--- config.mk ---
export PLATFORM = sky130hd
export DESIGN_NAME = tmds_deserializer_1_to_10_flat
export DESIGN_NICKNAME = d
export VERILOG_FILES = /design/src/rtl/tmds_deserializer_1_to_10_if.sv /design/src/rtl/tmds_deserializer_1_to_10.sv /design/src/flat_wrapper.sv
export SDC_FILE = /design/constraint.sdc
export NUM_CORES = 1
export LEC_CHECK = 0
export ABC_AREA = 1
export CAP_MARGIN = 10
export CELL_PAD_IN_SITES_DETAIL_PLACEMENT = 0
export CELL_PAD_IN_SITES_GLOBAL_PLACEMENT = 2
export CORE_MARGIN = 8
export CORE_UTILIZATION = 30
export DETAILED_ROUTE_END_ITERATION = 10
export PLACE_DENSITY = 0.72
export SLEW_MARGIN = 5
export SYNTH_ARGS = -nofsm -noshare
export SYNTH_HDL_FRONTEND = slang
export SYNTH_SLANG_ARGS = --single-unit
--- constraint.sdc ---
create_clock -name serial_clk_5x -period 1.2 [get_ports serial_clk_5x]
set_input_delay 0.3 -clock serial_clk_5x [delete_from_list [all_inputs] [get_ports serial_clk_5x]]
set_output_delay 0.3 -clock serial_clk_5x [all_outputs]
set_load 0.01 [all_outputs]
--- src/rtl/tmds_deserializer_1_to_10_if.sv ---
// Parallel-side bundle of the TMDS 1:10 deserializer: DDR bit pair in, aligned character out.
// The master drives the captured bit pair; the slave (deserializer) returns characters and alignment status.
interface tmds_deserializer_1_to_10_if;
  logic       data_rise;
  logic       data_fall;
  logic [9:0] parallel_data;
  logic       data_valid;
  logic       locked;
  logic [3:0] bit_offset;

  modport master (
    output data_rise,
    output data_fall,
    input  parallel_data,
    input  data_valid,
    input  locked,
    input  bit_offset
  );

  modport slave (
    input  data_rise,
    input  data_fall,
    output parallel_data,
    output data_valid,
    output locked,
    output bit_offset
  );
endinterface

--- src/rtl/tmds_deserializer_1_to_10.sv ---
// Rebuilds 10-bit TMDS characters from a DDR serial lane at 5x pixel clock and hunts for word alignment.
// Define TMDS_DESER_ALIGN_EN to compile in the control-token search/lock state machine and bit slip.
module tmds_deserializer_1_to_10 #(
  parameter int unsigned SEARCH_WORDS = 1024,
  parameter int unsigned LOCK_TOKENS  = 8,
  parameter int unsigned LOSS_WORDS   = 4096
) (
  input logic                        serial_clk_5x,
  input logic                        rst,
  tmds_deserializer_1_to_10_if.slave bus
);

  logic [19:0] win;
  logic [19:0] win_next;
  logic [2:0]  phase;
  logic        word_strobe;
  logic [3:0]  offset;
  logic [4:0]  base;
  logic [9:0]  word_next;
  logic [9:0]  data_q;
  logic        valid_q;
  logic        locked_q;
  logic        unused_tail;

  // The pair sampled at this edge is already part of the word being extracted.
  assign win_next    = {bus.data_fall, bus.data_rise, win[19:2]};
  assign word_strobe = (phase == 3'd4);
  assign base        = 5'd10 - {1'b0, offset};
  assign word_next   = win_next[base +: 10];
  assign unused_tail = ^win[1:0];

  always_ff @(posedge serial_clk_5x or posedge rst) begin
    if (rst) begin
      win     <= '0;
      phase   <= '0;
      data_q  <= '0;
      valid_q <= 1'b0;
    end else begin
      win     <= win_next;
      phase   <= word_strobe ? 3'd0 : phase + 3'd1;
      valid_q <= word_strobe;
      if (word_strobe) begin
        data_q <= word_next;
      end
    end
  end

`ifdef TMDS_DESER_ALIGN_EN
  typedef enum logic [1:0] {SEARCH, VERIFY, LOCKED} state_t;

  localparam int unsigned MISS_W = $clog2(SEARCH_WORDS + 1);
  localparam int unsigned HIT_W  = $clog2(LOCK_TOKENS + 1);
  localparam int unsigned LOSS_W = $clog2(LOSS_WORDS + 1);

  state_t            state;
  logic [MISS_W-1:0] miss_cnt;
  logic [HIT_W-1:0]  hit_cnt;
  logic [LOSS_W-1:0] loss_cnt;
  logic              token_hit;
  logic [3:0]        offset_slip;

  assign token_hit   = word_next inside {10'h354, 10'h0AB, 10'h154, 10'h2AB};
  assign offset_slip = (offset == 4'd9) ? 4'd0 : offset + 4'd1;

  // Counters clear on reaching their limit, so they can never exceed the parameter value.
  always_ff @(posedge serial_clk_5x or posedge rst) begin
    if (rst) begin
      state    <= SEARCH;
      miss_cnt <= '0;
      hit_cnt  <= '0;
      loss_cnt <= '0;
      locked_q <= 1'b0;
      offset   <= '0;
    end else if (word_strobe) begin
      unique case (state)
        SEARCH: begin
          if (token_hit) begin
            miss_cnt <= '0;
            hit_cnt  <= HIT_W'(1);
            if (LOCK_TOKENS <= 1) begin
              state    <= LOCKED;
              locked_q <= 1'b1;
              loss_cnt <= '0;
            end else begin
              state <= VERIFY;
            end
          end else if (32'(miss_cnt) + 1 >= SEARCH_WORDS) begin
            miss_cnt <= '0;
            offset   <= offset_slip;
          end else begin
            miss_cnt <= miss_cnt + 1'b1;
          end
        end
        VERIFY: begin
          if (token_hit) begin
            if (32'(hit_cnt) + 1 >= LOCK_TOKENS) begin
              state    <= LOCKED;
              locked_q <= 1'b1;
              hit_cnt  <= '0;
              loss_cnt <= '0;
            end else begin
              hit_cnt <= hit_cnt + 1'b1;
            end
          end else begin
            state    <= SEARCH;
            hit_cnt  <= '0;
            miss_cnt <= '0;
            offset   <= offset_slip;
          end
        end
        LOCKED: begin
          if (token_hit) begin
            loss_cnt <= '0;
          end else if (32'(loss_cnt) + 1 >= LOSS_WORDS) begin
            state    <= SEARCH;
            locked_q <= 1'b0;
            loss_cnt <= '0;
            offset   <= offset_slip;
          end else begin
            loss_cnt <= loss_cnt + 1'b1;
          end
        end
        default: state <= SEARCH;
      endcase
    end
  end
`else
  logic unused_cfg;

  assign offset     = '0;
  assign unused_cfg = ^{SEARCH_WORDS, LOCK_TOKENS, LOSS_WORDS};

  // Alignment is owned upstream; report lock from the first delivered word.
  always_ff @(posedge serial_clk_5x or posedge rst) begin
    if (rst) begin
      locked_q <= 1'b0;
    end else if (word_strobe) begin
      locked_q <= 1'b1;
    end
  end
`endif

  assign bus.parallel_data = data_q;
  assign bus.data_valid    = valid_q;
  assign bus.locked        = locked_q;
  assign bus.bit_offset    = offset;

endmodule
--- src/flat_wrapper.sv ---
// flat-port wrapper written by rule: the top's interface ports become plain ports
module tmds_deserializer_1_to_10_flat 
#(
  parameter int unsigned SEARCH_WORDS = 1024,
  parameter int unsigned LOCK_TOKENS  = 8,
  parameter int unsigned LOSS_WORDS   = 4096
)
  (serial_clk_5x, rst, bus_data_rise, bus_data_fall, bus_parallel_data, bus_data_valid, bus_locked, bus_bit_offset);
  tmds_deserializer_1_to_10_if bus_i ();
  input logic serial_clk_5x;
  input logic rst;
  input wire logic [$bits(bus_i.data_rise)-1:0] bus_data_rise;
  input wire logic [$bits(bus_i.data_fall)-1:0] bus_data_fall;
  output wire logic [$bits(bus_i.parallel_data)-1:0] bus_parallel_data;
  output wire logic [$bits(bus_i.data_valid)-1:0] bus_data_valid;
  output wire logic [$bits(bus_i.locked)-1:0] bus_locked;
  output wire logic [$bits(bus_i.bit_offset)-1:0] bus_bit_offset;
  assign bus_i.data_rise = bus_data_rise;
  assign bus_i.data_fall = bus_data_fall;
  assign bus_parallel_data = bus_i.parallel_data;
  assign bus_data_valid = bus_i.data_valid;
  assign bus_locked = bus_i.locked;
  assign bus_bit_offset = bus_i.bit_offset;
  tmds_deserializer_1_to_10 #(.SEARCH_WORDS(SEARCH_WORDS), .LOCK_TOKENS(LOCK_TOKENS), .LOSS_WORDS(LOSS_WORDS)) u_core (.serial_clk_5x(serial_clk_5x), .rst(rst), .bus(bus_i));
endmodule
==> flow_metrics.tcl, run 1 <==
set metrics [dict create \
    critPathRequiredTime_ns 0.90 \
    p_per_area_mw_per_mm2 1210 \
    combPwrFrac 0.078 \
    use_met3 0.0272 \
    drt-total-wl_mm 1.56 \
    crit_path_end_kind "primary output" \
    cts.sinks 23 \
    area_growth_pct 23.6 \
    numCtsBuffers 3 \
    met1_usage 0.0772 \
    path_delay_family "flip-flops" \
    worstSkewPairLatency_ns 0.31 \
    dpl_cell_area_sq_mm 0.00103 \
    maxCapViolations 0 \
    ys_warn_count 0 \
    core_area_sq_mm 0.00273 \
    die_w_microns 69.2 \
    yosys.area.top_type "dfrtp_1" \
    portBuffers 15 \
    initial_core_util 0.311 \
    root_buffer "clkbuf_4" \
    grt_pass1_wl_mm 2.70 \
    final-hold-violation-count 0 \
    hold_ws_ns 0.300 \
    p_sw_frac 0.232 \
    clock_path_buffers 2 \
    synth_top_area_share 0.677 \
    busiest_layer "met2" \
    fp.dieH_microns 69.2 \
    p_int_uw 979 \
    holdBufCountCts 0 \
    seq_power_share 0.643 \
    ys_ff_latch 23 \
    cts_tree "built" \
    p_sw_uw 296 \
    crit_type "reg2out" \
    skew_ns 0.00437 \
    synth_cell_types 11 \
    synth-seq-area-share 0.677 \
    arrival_ns 0.85 \
    clkTransAtPathRegs_ns 0.13 \
    layout_setup_ws_ns 0.0470 \
    grt_use_met2 0.101 \
    syn_inst 76 \
    antenna_found_initial 0 \
    finalInstanceArea_sq_mm 0.00105 \
    final_util 0.384 \
    cpMaxStageDelayCell "dfrtp_1" \
    syn_area_sq_um 850 \
    die-area_sq_mm 0.00479 \
    crit_buf_inv 1 \
    outcome "complete, no violations" \
    crit_path_max_fanout 2 \
    fin_crit_ns 1.15 \
    slowest_delay_ns 0.40 \
    p_leak_nw 0.562 \
    drt_iter0_drc 24 \
    synth_area_per_cell_sq_um 11.2 \
    row_count 19 \
    firstDrtPassIters 4 \
    synth_area_leaders "dfrtp_1 68%, nand2_1 10%, nand3_1 5.9%, buf_4 3.5%, ha_1 2.9%" \
    drtAntennaViolNets 0 \
    ios 20 \
    drc 0 \
    vias 535 \
    vdd_drop_max_v 0.000490 \
    clkPwrFrac 0.279 \
    htree_levels 1 \
    clock.fmax_ghz 0.867 \
    via_per_inst 4.05 \
    startpoint_type "register" \
    grt_overflow 0 \
    finalSetupViolCount 0 \
    min_path_type "in2async" \
    fin_crit_sh 0.961 \
    drive_gt1_frac 0.277 \
    dp_slack_ns 0.0234 \
    grt_usage 0.0689 \
    hpwl_mm 1.04 \
    worstPathCellList "buf_2" \
    grt_pass1_vias 601 \
    gp_congestion 0.655 \
    nets 108 \
    grt_setup_unrepaired "yes" \
    wl_per_cell_microns 11.8 \
    grt_max_degree 24 \
    slew_violations 0 \
    antennaDiodeCount 0 \
]
==> what timing repair did <==
action                                  in CTS  in global routing
resized for setup                           48                  2
cloned                                       0                  0
endpoints found under the setup margin      12                  5
setup buffers                                5                  1
==> cells in the mapped netlist <==
| cell type | number |
|---|---|
| nor2_1 | 2 |
| nand3_1 | 10 |
| nand2_1 | 23 |
| ha_1 | 2 |
| clkbuf_8 | 1 |
| buf_4 | 4 |
| buf_6 | 2 |
| dfrtp_1 | 23 |
| inv_1 | 6 |
| conb_1 | 1 |
| nand2_2 | 2 |
==> cells by family (layout without fill, tap and decap cells) <==
logic type    after synthesis  after routing  synth area share
simple gates               37             37             0.184
flops                      23             23             0.677
buf+inv                    13             35             0.105
fa+ha+maj                   2              2            0.0295
other cells                 1              4           0.00441
==> layer usage <==
metal	wire (microns)	vias up
met1	688	249
li1	-	274
met4	13	0
met2	767	10
met3	88	2
met5	0	-
==> flip-flops by register name, indices dropped and copies added, names as in the netlist <==
signal                    cells
u_core.bus.parallel_data     10
u_core.phase                  3
u_core.bus.locked             1
u_core.win                    8
u_core.bus.data_valid         1
==> worst paths after layout <==
kind / from / endpoint / slack [ns] / cells past startpoint
max: u_core.bus.parallel_data[5] / bus_parallel_data[5] / 0.05 / 1
max in group asynchronous: rst / u_core.phase[0] / 0.76 / 3
max reg2reg: u_core.phase[0] / u_core.phase[2] / 0.06 / 6
min: rst / u_core.bus.locked / 0.30 / 3
min reg2reg: u_core.win[17] / u_core.win[15] / 0.39 / 0
min in group serial_clk_5x: u_core.win[17] / u_core.win[15] / 0.39 / 0
==> final cells by class <==
cell class / count / area, sq um
Tap cell: 31 / 38.8
Timing Repair Buffer: 25 / 184
Inverter: 6 / 22.5
Clock buffer: 3 / 22.5
Multi-Input combinational cell: 43 / 201
Fill cell: 283 / 1680
Sequential cell: 23 / 576
Clock inverter: 1 / 5.00
==> per-stage QoR <==
step / total power [mW] / setup TNS [ns] / cells
final: 1.27 / 0 / 132
after detailed placement: 0.940 / 0 / 122
after global routing: 1.35 / -0.00590 / 132
after global placement: 0.938 / 0 / 122
after floorplan: 0.883 / 0 / 79
after CTS: 1.30 / 0 / 131
==> power groups by stage <==
| stage | Sequential, mW | Combinational [mW] | Clock [mW] |
|---|---|---|---|
| after floorplan | 0.842 | 0.0412 | 0 |
| after CTS | 0.819 | 0.0987 | 0.378 |
| after global placement | 0.833 | 0.104 | 0 |
| after global routing | 0.823 | 0.112 | 0.412 |
| after detailed placement | 0.835 | 0.105 | 0 |
| final | 0.819 | 0.0994 | 0.356 |
==> layout by cell type (no fill, tap or decap) <==
cell             netlist  layout
buf_12                 0       1
buf_2                  0      11
buf_4                  4       9
buf_6                  2       1
clkbuf_4               0       3
clkdlybuf4s50_1        0       3
clkinv_2               0       1
conb_1                 1       4
dfrtp_1               23      23
ha_1                   2       2
inv_1                  6       6
nand2_1               23      23
nand2_2                2       1
nand2_4                0       1
nand3_1               10      10
nor2_1                 2       2
Power figures use the tool's default switching activity.
==> inputs of run 2 (changes only) <==
CAP_MARGIN = not set   (was 10)
PLACE_DENSITY = not set   (was 0.72)
PLACE_DENSITY_LB_ADDON = 0.1   (was not set)
SETUP_SLACK_MARGIN = 0.02   (was not set)
==> run 2 against run 1 <==
  * Clock power fell by 4%
  * Power fell by 0.94%
  * Flip-flop and latch count did not move
  * Global-route usage fell by 0.30 points
  * Wire length rose by 0.13%
  * Maximum frequency rose by 0.91%
  * Cell area rose by 0.60%
  * Count of clock-buffer cells in the layout rose by 1
  * Via count rose by 1.3%
  * Sequential power barely moved
  * Combinational power barely moved
  * Cell count rose by 0.76%
==> flow_metrics.tcl, run 2 (synthesis results as in run 1) <==
set metrics [dict create \
    outcome "complete, no violations" \
    gp_congestion 0.675 \
    final_cell_mix "23 x nand2_1, 23 x dfrtp_1, 12 x buf_2" \
    drt_iter0_drc 26 \
    skew_ns 0.00208 \
    ios 20 \
    area_growth_pct 24.3 \
    drtAntennaViolNets 0 \
    numCtsBuffers 3 \
    hold_ws_ns 0.313 \
    crit_type "reg2out" \
    grt_pass1_wl_mm 2.61 \
    vias 542 \
    crit_path_end_kind "primary output" \
    holdBufCountCts 0 \
    cpMaxStageDelayCell "dfrtp_1" \
    critPathRequiredTime_ns 0.90 \
    fp.dieH_microns 69.2 \
    clock_path_buffers 2 \
    layout_setup_ws_ns 0.0574 \
    clkTransAtPathRegs_ns 0.12 \
    arrival_ns 0.84 \
    grt_max_degree 24 \
    slew_violations 0 \
    path_depth 1 \
    crit_path_max_fanout 2 \
    die-area_sq_mm 0.00479 \
    drc 0 \
    initial_core_util 0.311 \
    htree_levels 1 \
    ff2ff_path_depth 6 \
    core_area_sq_mm 0.00273 \
    largest_register_ffs 10 \
    fin_crit_sh 0.952 \
    drt-total-wl_mm 1.56 \
    wl_per_cell_microns 11.7 \
    worstPathCellList "buf_2" \
    startpoint_type "register" \
    dp.cells 122 \
    grt_setup_unrepaired "yes" \
    row_count 19 \
    layout.cells.non_filler 133 \
    drive_gt1_frac 0.284 \
    p_per_area_mw_per_mm2 1200 \
    worstSkewPairLatency_ns 0.30 \
    antenna_found_initial 0 \
    vdd_drop_max_v 0.000506 \
    via_per_inst 4.08 \
    r2r_setup_slack_ns 0.11 \
    slowest_delay_ns 0.40 \
    fin_crit_ns 1.14 \
    grt_overflow 0 \
    firstDrtPassIters 2 \
    cts_tree "built" \
    antennaDiodeCount 0 \
    finalPower_mw 1.26 \
    path_delay_family "flip-flops" \
    dp_slack_ns 0.0189 \
    die_w_microns 69.2 \
    hpwl_microns 998 \
    clock.fmax_ghz 0.875 \
    finalSetupViolCount 0 \
    p_leak_nw 0.563 \
    grt_usage 0.0659 \
    crit_buf_inv 1 \
    setup_tns_ns 0 \
    root_buffer "clkbuf_4" \
    min_path_type "in2async" \
    final-hold-violation-count 0 \
    nets 109 \
    cts.sinks 23 \
    grt_pass1_vias 583 \
    portBuffers 15 \
    maxCapViolations 0 \
]
## run 2: cell count changes in the layout (fill, tap and decap cells not counted)
cell	previous run	this run
ha_2	0	1
clkbuf_1	0	1
ha_1	2	1
buf_2	11	12
clkinv_2	1	0
## run 2: worst register-to-register path, stage by stage (launching register included)
cell     delay (ns)
dfrtp_1        0.42
inv_1          0.07
ha_2           0.21
buf_6          0.15
nor2_1         0.05
nand2_1        0.05
nand2_1        0.04
## run 2: area by class of cell
| class | count | area [sq um] |
|---|---|---|
| Multi-Input combinational cell | 43 | 204 |
| Fill cell | 294 | 1680 |
| Timing Repair Buffer | 26 | 189 |
| Clock buffer | 4 | 26.3 |
| Sequential cell | 23 | 576 |
| Tap cell | 31 | 38.8 |
| Inverter | 6 | 22.5 |
## run 2: per-layer routing
layer	global-route usage	wire, microns
met2	0.0943	681
met4	0.0342	15
met1	0.0822	753
met3	0.0272	108
met5	0	0
## run 2: repair_timing
item                                    4_1_cts  5_1_grt
setup buffers                                 4        3
endpoints found under the setup margin       12       19
resized for setup                            48        3
## run 2: stage by stage
stage,area [sq um],utilization
2_1_floorplan,861,-
3_3_place_gp,1030,0.375
3_5_place_dp,1030,0.375
4_1_cts,1020,0.374
5_1_grt,1060,0.386
6_report,1060,0.386
## run 2: worst paths after layout
kind / endpoint / startpoint
max: bus_parallel_data[5] / u_core.bus.parallel_data[5]
min: u_core.bus.parallel_data[6] / rst
max reg2reg: u_core.phase[2] / u_core.phase[0]
min reg2reg: u_core.win[17] / u_core.win[19]
max in group asynchronous: u_core.win[16] / rst
min in group serial_clk_5x: u_core.win[17] / u_core.win[19]
## run 2: power breakdown
part,total (mW),internal (mW),switching (mW)
Combinational,0.102,0.0511,0.0513
Clock,0.342,0.129,0.212
Sequential,0.819,0.805,0.0135
